==> config.mk <==
export PLATFORM = sky130hd
export DESIGN_NAME = rst_decipher
export DESIGN_NICKNAME = d
export VERILOG_FILES = /design/src/rtl/rst_cipher_pkg.sv /design/src/rtl/rst_rot_table.sv /design/src/rtl/rst_decipher.sv
export SDC_FILE = /design/constraint.sdc
export NUM_CORES = 1
export LEC_CHECK = 0
export ABC_AREA = 0
export CAP_MARGIN = 20
export CORE_MARGIN = 2
export CORE_UTILIZATION = 30
export DETAILED_ROUTE_END_ITERATION = 10
export PLACE_DENSITY = 0.5
export SETUP_SLACK_MARGIN = 0.05
export SYNTH_ARGS = -nofsm -noshare
export SYNTH_HDL_FRONTEND = slang
export SYNTH_SLANG_ARGS = --single-unit
export TNS_END_PERCENT = 30
==> constraint.sdc <==
create_clock -name clk -period 8.34 [get_ports clk]
set_input_delay 0.834 -clock clk [delete_from_list [all_inputs] [get_ports clk]]
set_output_delay 0.834 -clock clk [all_outputs]
set_load 0.01 [all_outputs]
==> src/rtl/rst_cipher_pkg.sv <==
`default_nettype none
// ============================================================================
//  Module   : rst_cipher_pkg
//  Purpose  : Shared definitions for the Rotary Substitution Table (RST)
//             encryptor and decryptor: key/table geometry, ASCII bounds,
//             table types and the load/rotate helpers both ends must share.
//  Revision : 1.0  initial release
// ============================================================================
package rst_cipher_pkg;

    localparam int KEY_LEN   = 12;
    localparam int TABLE_DIM = 6;

    localparam logic [7:0] c_CHAR_A  = 8'h41;  // 'A'
    localparam logic [7:0] c_CHAR_Z  = 8'h5A;  // 'Z'
    localparam logic [7:0] c_CHAR_LA = 8'h61;  // 'a'
    localparam logic [7:0] c_CHAR_LZ = 8'h7A;  // 'z'
    localparam logic [7:0] c_CHAR_0  = 8'h30;  // '0'
    localparam logic [7:0] c_CHAR_9  = 8'h39;  // '9'

    // Key as presented on the port: element [11] is the first character.
    typedef logic [KEY_LEN-1:0][7:0] key_t;

    // Rotary table: entries [0..5] are row characters R0..R5,
    // entries [6..11] are column characters C0..C5.
    typedef logic [KEY_LEN-1:0][7:0] rot_table_t;

    function automatic logic is_alnum(input logic [7:0] b);
        return ((b >= c_CHAR_0)  && (b <= c_CHAR_9))  ||
               ((b >= c_CHAR_A)  && (b <= c_CHAR_Z))  ||
               ((b >= c_CHAR_LA) && (b <= c_CHAR_LZ));
    endfunction

    // Rows take the even key positions counted from the first character,
    // columns take the odd ones, interleaved from both ends of the key.
    function automatic rot_table_t load_table(input key_t k);
        rot_table_t t;
        t[0]  = k[11];
        t[1]  = k[1];
        t[2]  = k[9];
        t[3]  = k[3];
        t[4]  = k[7];
        t[5]  = k[5];
        t[6]  = k[10];
        t[7]  = k[0];
        t[8]  = k[8];
        t[9]  = k[2];
        t[10] = k[6];
        t[11] = k[4];
        return t;
    endfunction

    // Both halves rotate by one position: the last entry wraps to the front.
    function automatic rot_table_t rotate_table(input rot_table_t t);
        rot_table_t r;
        r[0]         = t[TABLE_DIM-1];
        r[TABLE_DIM] = t[KEY_LEN-1];
        for (int i = 1; i < TABLE_DIM; i++) begin
            r[i]             = t[i-1];
            r[TABLE_DIM + i] = t[TABLE_DIM + i - 1];
        end
        return r;
    endfunction

endpackage
`default_nettype wire

==> src/rtl/rst_rot_table.sv <==
`default_nettype none
// ============================================================================
//  Module   : rst_rot_table
//  Purpose  : Rotary substitution table register, shared by encryptor and
//             decryptor so that both ends rotate identically.
//  Ports    : clk, rst      - clock / synchronous active-high reset
//             i_clear       - clear table to 8'h00
//             i_load        - load table from i_key
//             i_key         - key string (element [11] first character)
//             i_rotate      - rotate rows and columns by one position
//             o_table       - current table contents
//  Priority : rst / i_clear > i_load > i_rotate
//  Revision : 1.0  initial release
// ============================================================================
module rst_rot_table
    import rst_cipher_pkg::*;
(
    input  logic       clk,
    input  logic       rst,
    input  logic       i_clear,
    input  logic       i_load,
    input  key_t       i_key,
    input  logic       i_rotate,
    output rot_table_t o_table
);

    rot_table_t r_table;

    always_ff @(posedge clk) begin
        if (rst || i_clear) begin
            r_table <= '0;
        end else if (i_load) begin
            r_table <= load_table(i_key);
        end else if (i_rotate) begin
            r_table <= rotate_table(r_table);
        end
    end

    assign o_table = r_table;

endmodule
`default_nettype wire

==> src/rtl/rst_decipher.sv <==
`default_nettype none
// ============================================================================
//  Module   : rst_decipher
//  Purpose  : RST decryptor. Installs a 12-character key, rebuilds the 6x6
//             rotary table and turns each {row_char, col_char} ciphertext
//             pair into one plaintext letter/digit, rotating after every
//             successful decode. One character per cycle, latency 1.
//  Ports    : clk, rst               - clock / synchronous active-high reset
//             key_valid, key         - key strobe and key string
//             ctxt_valid, ctxt_str   - ciphertext strobe and pair
//             ptxt_char, ptxt_ready  - decrypted character and its pulse
//             key_installed          - level, valid key loaded
//             err_invalid_key        - pulse, key rejected
//             err_key_not_installed  - pulse, ciphertext with no key
//             err_invalid_ctxt       - pulse, undecodable pair
//  Revision : 1.0  initial release
// ============================================================================
module rst_decipher
    import rst_cipher_pkg::*;
#(
    parameter bit LOWERCASE_OUT = 1'b0
) (
    input  logic             clk,
    input  logic             rst,
    input  logic             key_valid,
    input  logic [11:0][7:0] key,
    input  logic             ctxt_valid,
    input  logic [15:0]      ctxt_str,
    output logic [7:0]       ptxt_char,
    output logic             ptxt_ready,
    output logic             key_installed,
    output logic             err_invalid_key,
    output logic             err_key_not_installed,
    output logic             err_invalid_ctxt
);

    localparam logic [0:0] c_ST_NO_KEY = 1'b0;
    localparam logic [0:0] c_ST_READY  = 1'b1;

    logic [0:0] r_state;

    rot_table_t w_table;
    logic       w_key_ok;
    logic       w_row_hit;
    logic       w_col_hit;
    logic [2:0] w_row_idx;
    logic [2:0] w_col_idx;
    logic [5:0] w_cell;
    logic [7:0] w_plain;
    logic       w_decode_ok;

    // Key acceptance: every byte alphanumeric, all bytes pairwise distinct.
    always_comb begin
        w_key_ok = 1'b1;
        for (int i = 0; i < KEY_LEN; i++) begin
            if (!is_alnum(key[i])) begin
                w_key_ok = 1'b0;
            end
            for (int j = i + 1; j < KEY_LEN; j++) begin
                if (key[i] == key[j]) begin
                    w_key_ok = 1'b0;
                end
            end
        end
    end

    // Each byte must be found in its own half; key bytes are unique, so at
    // most one entry per half can match.
    always_comb begin
        w_row_hit = 1'b0;
        w_col_hit = 1'b0;
        w_row_idx = '0;
        w_col_idx = '0;
        for (int i = 0; i < TABLE_DIM; i++) begin
            if (w_table[i] == ctxt_str[15:8]) begin
                w_row_hit = 1'b1;
                w_row_idx = 3'(i);
            end
            if (w_table[TABLE_DIM + i] == ctxt_str[7:0]) begin
                w_col_hit = 1'b1;
                w_col_idx = 3'(i);
            end
        end
    end

    // cell = 6*row + col, formed as 4*row + 2*row + col.
    assign w_cell = {1'b0, w_row_idx, 2'b00} + {2'b00, w_row_idx, 1'b0} + {3'b000, w_col_idx};

    always_comb begin
        if (w_cell < 6'd26) begin
            w_plain = (LOWERCASE_OUT ? c_CHAR_LA : c_CHAR_A) + {2'b00, w_cell};
        end else begin
            w_plain = c_CHAR_0 + {2'b00, w_cell} - 8'd26;
        end
    end

    // A key strobe always wins over a same-cycle ciphertext.
    assign w_decode_ok = !key_valid && ctxt_valid && (r_state == c_ST_READY) &&
                         w_row_hit && w_col_hit;

    rst_rot_table u_table (
        .clk      (clk),
        .rst      (rst),
        .i_clear  (key_valid && !w_key_ok),
        .i_load   (key_valid && w_key_ok),
        .i_key    (key),
        .i_rotate (w_decode_ok),
        .o_table  (w_table)
    );

    always_ff @(posedge clk) begin
        if (rst) begin
            r_state               <= c_ST_NO_KEY;
            ptxt_char             <= '0;
            ptxt_ready            <= 1'b0;
            key_installed         <= 1'b0;
            err_invalid_key       <= 1'b0;
            err_key_not_installed <= 1'b0;
            err_invalid_ctxt      <= 1'b0;
        end else begin
            ptxt_ready            <= 1'b0;
            err_invalid_key       <= 1'b0;
            err_key_not_installed <= 1'b0;
            err_invalid_ctxt      <= 1'b0;
            if (key_valid) begin
                if (w_key_ok) begin
                    r_state       <= c_ST_READY;
                    key_installed <= 1'b1;
                end else begin
                    r_state         <= c_ST_NO_KEY;
                    key_installed   <= 1'b0;
                    err_invalid_key <= 1'b1;
                end
            end else if (ctxt_valid) begin
                if (r_state == c_ST_NO_KEY) begin
                    err_key_not_installed <= 1'b1;
                end else if (w_row_hit && w_col_hit) begin
                    ptxt_char  <= w_plain;
                    ptxt_ready <= 1'b1;
                end else begin
                    err_invalid_ctxt <= 1'b1;
                end
            end
        end
    end

endmodule
`default_nettype wire

==> results.md <==
- The final layout net count is 1,771.
- The summed area of non-filler cells in the final layout is 15,400 um^2.
- The worst-case vdd ir drop is 0.0846 mV.
- In the synthesized netlist the dominant register cell turns out to be sky130_fd_sc_hd__dfxtp_1.
- The number of antenna violations at the first check in global routing is 0.
- The total die area is 47,000 um^2.
- The number of H-tree levels is 3.
- The number of instances in the synthesized netlist is 1,673.
- The family with the most delay on the worst path is simple AND/OR/NAND/NOR gates.
- The hold-critical path depth is 2.
- The share of the clock period used by the worst path after layout is 0.584.
- The site row count is 77.
- The final global-route overflow total is 0.
- The pin count of the biggest net entering global routing is 98.
- Measured along the y axis, the die boundary spans 217 um.
- TritonCTS built the clock tree.
- Hold repair after CTS inserted 0 buffers.
- For this run, the number of Yosys warnings is 0.
- The clock network latency to the later pin of the worst-skew pair is 0.37 ns.
- The number of gates resized after CTS was 0.
- Counting flops with a built-in enable in the synthesized netlist gives 0.
- The final number of hold-violating endpoints is 0.
- The standard cell with the maximum stage delay on the critical path is sky130_fd_sc_hd__clkdlybuf4s50_1.
- The count of final max-slew check failures is 0.
- The run finished with clean final reports.
- Traced cell by cell, the critical path runs through clkdlybuf4s50_1, or2_2, nor4_1, and4_1, nand4_1, nor4_2, nand4_1, nor4_4, buf_4, mux2i_1, nor2_1.
- The normalized max-slew margin is 0.154.
- The clock skew after layout is 0.0169 ns.
- Setup violations remaining at the end of the flow were counted as 0.
- The number of cells traversed by the worst register-to-register path is 16.
- The number of global-route vias before repair came to 12,218.
- The worst setup path is captured at a flop.
- The distinct cell type count after synthesis is 53.
- The die is 217 um wide.
- Fill cells in the final layout number 4,610.
- In this run the clock root is driven by a sky130_fd_sc_hd__clkbuf_16.
- The worst hold path terminates at ptxt_char[6]$_SDFFE_PP0P_.
- For this design the top-level I/O count stands at 129.
- For this run, design rule violations remaining after detail routing come to 0.
- The endpoint required time on the critical path is 8.55 ns.
- The total nets after synthesis is 1,798.
- The average footprint of a synthesized cell is 8.13 um^2.
- In this run the most critical hold path is launched from ptxt_char[6]$_SDFFE_PP0P_.
- Buffers added to address setup during post-CTS repair amount to 0.
- The average vias per placed instance is 5.51.
- The post-synthesis instance area is 13,600 um^2.
- The first global-routing pass estimated 82.8 mm of wire.
- The part of the Yosys area used for sequential elements is 0.161.
- Before antenna repair, the detailed router went through 5 iterations.
- The shortest period the worst path allows is 4.87 ns.
- In this run, the number of DRC markers left after iteration 0 of detailed routing was 1,437.
- In this run the worst path has a maximum fanout of 58.
- The share of post-route cells with drive strength above 1 is 0.102.
- The worst register-to-register path has a setup slack of 4.42 ns.
- At the end of routability-driven placement, the weighted congestion stood at 0.910.
- The analysis attributes to cell leakage a power of 5.48 nW.
- The count of buffers added on input and output ports is 128.
- For this run, the total global-route usage over all layers was measured as 0.236.
- The worst hold margin is 0.489 ns.
- The number of antenna diodes is 0.
- The number of vias after detailed routing is 12,365.
- The number of register bits inferred by synthesis is 109.
- Compared with the post-synthesis result, the final layout area differs by 13.1%.
- The placed wire-length estimate after detailed placement is 36.7 mm.
- The startpoint type of the worst setup path is a primary input.
- The power per unit of standard cell area is 103 nW/um^2.
- The number of max-capacitance violations reported is 0.
- The startpoint identified for the worst register-to-register timing path is u_table.o_table[22]$_SDFFE_PP0P_.
- In this run the critical register-to-register path is captured at ptxt_char[3]$_SDFFE_PP0P_.
- The starting utilization of the core area is 0.305.
- The cell area after placement is 14,900 um^2.
- The residual antenna-violating net count after detailed routing is 0.
- The maximum root-to-sink buffer count is 2.
- In the synthesized netlist the async set-or-reset flop fraction comes to 0.
- The critical path contains buffers and inverters numbering 2 combined.
- The signal arrival time at the worst endpoint is 5.08 ns.
- The clock drives 109 sinks.
- In this design, the critical path's most frequently occurring cell is sky130_fd_sc_hd__nand4_1.
- The detailed-route wire length is 57.1 mm.
- The transition time of the tightest slew-check pin is 1.27 ns.
- Once layout is complete, the utilization of the core stands at 0.345.
- The top achievable clock speed is 0.205 GHz.
- Setup repair after global routing left no endpoint under its margin.
- The clock buffer count from CTS is 9.
- Clock-pin slew was measured on the worst setup and hold paths at 0.08 ns.
- The wire length per cell after detailed routing is 25.4 um.
- The critical path is of the in -> reg type.
- For this run, the slowest stage of the critical path takes 0.96 ns.
- The launch point of the worst path is key[23].
- The setup TNS after final layout is 0 ns.
- The path type of the worst min-delay path is reg -> reg.
- The floorplan step defined a core boundary enclosing 44,500 um^2.
## layer usage
layer  wire, um  track usage  up-vias
li1           -            -     5531
met1      25300        0.329     5917
met2      23800        0.351      759
met3       5370       0.0447      158
met4       2600        0.106        0
met5          0            0        -
## synthesized netlist by cell type, types with 11 or more instances
library cell | instances | share of area
sky130_fd_sc_hd__buf_2 | 141 | 0.052
sky130_fd_sc_hd__buf_4 | 20 | 0.011
sky130_fd_sc_hd__nand2_1 | 64 | 0.018
sky130_fd_sc_hd__xnor2_1 | 198 | 0.13
sky130_fd_sc_hd__inv_1 | 29 | 0.0080
sky130_fd_sc_hd__clkbuf_1 | 60 | 0.017
sky130_fd_sc_hd__a211oi_1 | 34 | 0.019
sky130_fd_sc_hd__or4_1 | 11 | 0.0061
sky130_fd_sc_hd__o2111ai_1 | 13 | 0.0084
sky130_fd_sc_hd__nor4_1 | 117 | 0.054
sky130_fd_sc_hd__nor2b_1 | 19 | 0.0087
sky130_fd_sc_hd__xor2_1 | 430 | 0.28
sky130_fd_sc_hd__nand4_1 | 52 | 0.024
sky130_fd_sc_hd__dfxtp_1 | 109 | 0.16
sky130_fd_sc_hd__o22ai_1 | 13 | 0.0060
sky130_fd_sc_hd__a21oi_1 | 46 | 0.017
sky130_fd_sc_hd__nor2_1 | 99 | 0.027
sky130_fd_sc_hd__mux2i_1 | 72 | 0.053
sky130_fd_sc_hd__or3b_2 | 12 | 0.0077
sky130_fd_sc_hd__mux2_2 | 68 | 0.056
## worst max path at each step
stage | end | slack, ns | cells past startpoint
CTS | u_table.o_table[44]$_SDFFE_PP0P_ | 3.56 | 11
global route | u_table.o_table[2]$_SDFFE_PP0P_ | 3.21 | 11
finish | u_table.o_table[2]$_SDFFE_PP0P_ | 3.47 | 11
floorplan | ptxt_char[3]$_SDFFE_PP0P_ | 4.19 | 15
global placement | u_table.o_table[16]$_SDFFE_PP0P_ | 3.15 | 11
detailed placement | u_table.o_table[6]$_SDFFE_PP0P_ | 3.18 | 11
## cell families after synthesis
group | count (synthesis) | synth area share
flops | 109 | 0.161
buf+inv | 262 | 0.0950
compound gates | 136 | 0.0674
xor+xnor | 628 | 0.405
mux | 140 | 0.109
fa+ha+maj | 9 | 0.00939
simple gates | 389 | 0.154
## cell usage in the layout, fill, tap and decap left out, types with 7 or more instances in the layout
cell type                         count
sky130_fd_sc_hd__nand2_1             64
sky130_fd_sc_hd__nor4_1             117
sky130_fd_sc_hd__or4_1               11
sky130_fd_sc_hd__o22ai_1             13
sky130_fd_sc_hd__ha_1                 7
sky130_fd_sc_hd__dfxtp_1            109
sky130_fd_sc_hd__xor2_1             430
sky130_fd_sc_hd__a21oi_1             46
sky130_fd_sc_hd__a22oi_1              7
sky130_fd_sc_hd__o2111ai_1           13
sky130_fd_sc_hd__or3b_2              12
sky130_fd_sc_hd__clkbuf_16            9
sky130_fd_sc_hd__buf_4               56
sky130_fd_sc_hd__a211oi_1            34
sky130_fd_sc_hd__mux2_2              68
sky130_fd_sc_hd__inv_1               29
sky130_fd_sc_hd__nor2b_1             19
sky130_fd_sc_hd__nand4_1             52
sky130_fd_sc_hd__nor2_1              99
sky130_fd_sc_hd__clkdlybuf4s50_1    128
sky130_fd_sc_hd__xnor2_1            198
sky130_fd_sc_hd__mux2i_1             72
## area by class of cell
cell class                      count  area, um^2  share of cell area
Clock inverter                      7         108             0.00700
Tap cell                          592         741              0.0482
Inverter                           32         120             0.00782
Multi-Input combinational cell   1302       10100               0.660
Timing Repair Buffer              192        1850               0.120
Clock buffer                        9         225              0.0147
Sequential cell                   109        2180               0.142
## through the flow
| step | total power [W] | setup slack (ns) | std cells |
|---|---|---|---|
| 5_1_grt | 0.00164 | 3.21 | 2243 |
| 4_1_cts | 0.00158 | 3.56 | 2238 |
| 2_1_floorplan | 0.000914 | 4.19 | 1673 |
| 3_3_place_gp | 0.00109 | 3.15 | 2220 |
| 3_5_place_dp | 0.00110 | 3.18 | 2222 |
| 6_report | 0.00159 | 3.47 | 2243 |
## worst reg2reg max path: stages, from the launching register on
cell                        delay (ns)
sky130_fd_sc_hd__dfxtp_1          0.36
sky130_fd_sc_hd__xnor2_1          0.26
sky130_fd_sc_hd__nand4_1          0.13
sky130_fd_sc_hd__nor2_1           0.28
sky130_fd_sc_hd__nor3_1           0.10
sky130_fd_sc_hd__o21ai_0          0.16
sky130_fd_sc_hd__nand2_1          0.13
sky130_fd_sc_hd__inv_1            0.10
sky130_fd_sc_hd__fa_1             0.41
sky130_fd_sc_hd__inv_1            0.07
sky130_fd_sc_hd__ha_1             0.17
sky130_fd_sc_hd__fa_1             0.50
sky130_fd_sc_hd__o21a_1           0.20
sky130_fd_sc_hd__a21oi_1          0.44
sky130_fd_sc_hd__mux2i_1          0.28
sky130_fd_sc_hd__xnor2_1          0.14
sky130_fd_sc_hd__a2bb2oi_1        0.07
## power by group
group	leakage, nW	total (W)	internal, W	switching (W)
clock network	0.163	0.000480	0.000247	0.000233
registers	0.878	0.000521	0.000521	0.000000607
logic	4.44	0.000589	0.000228	0.000361
## state kept, by name, indices dropped and copies added (netlist names)
name                   count
u_table.o_table           96
err_key_not_installed      1
err_invalid_key            1
err_invalid_ctxt           1
ptxt_char                  8
ptxt_ready                 1
r_state                    1
(Power assumes the default switching activity.)
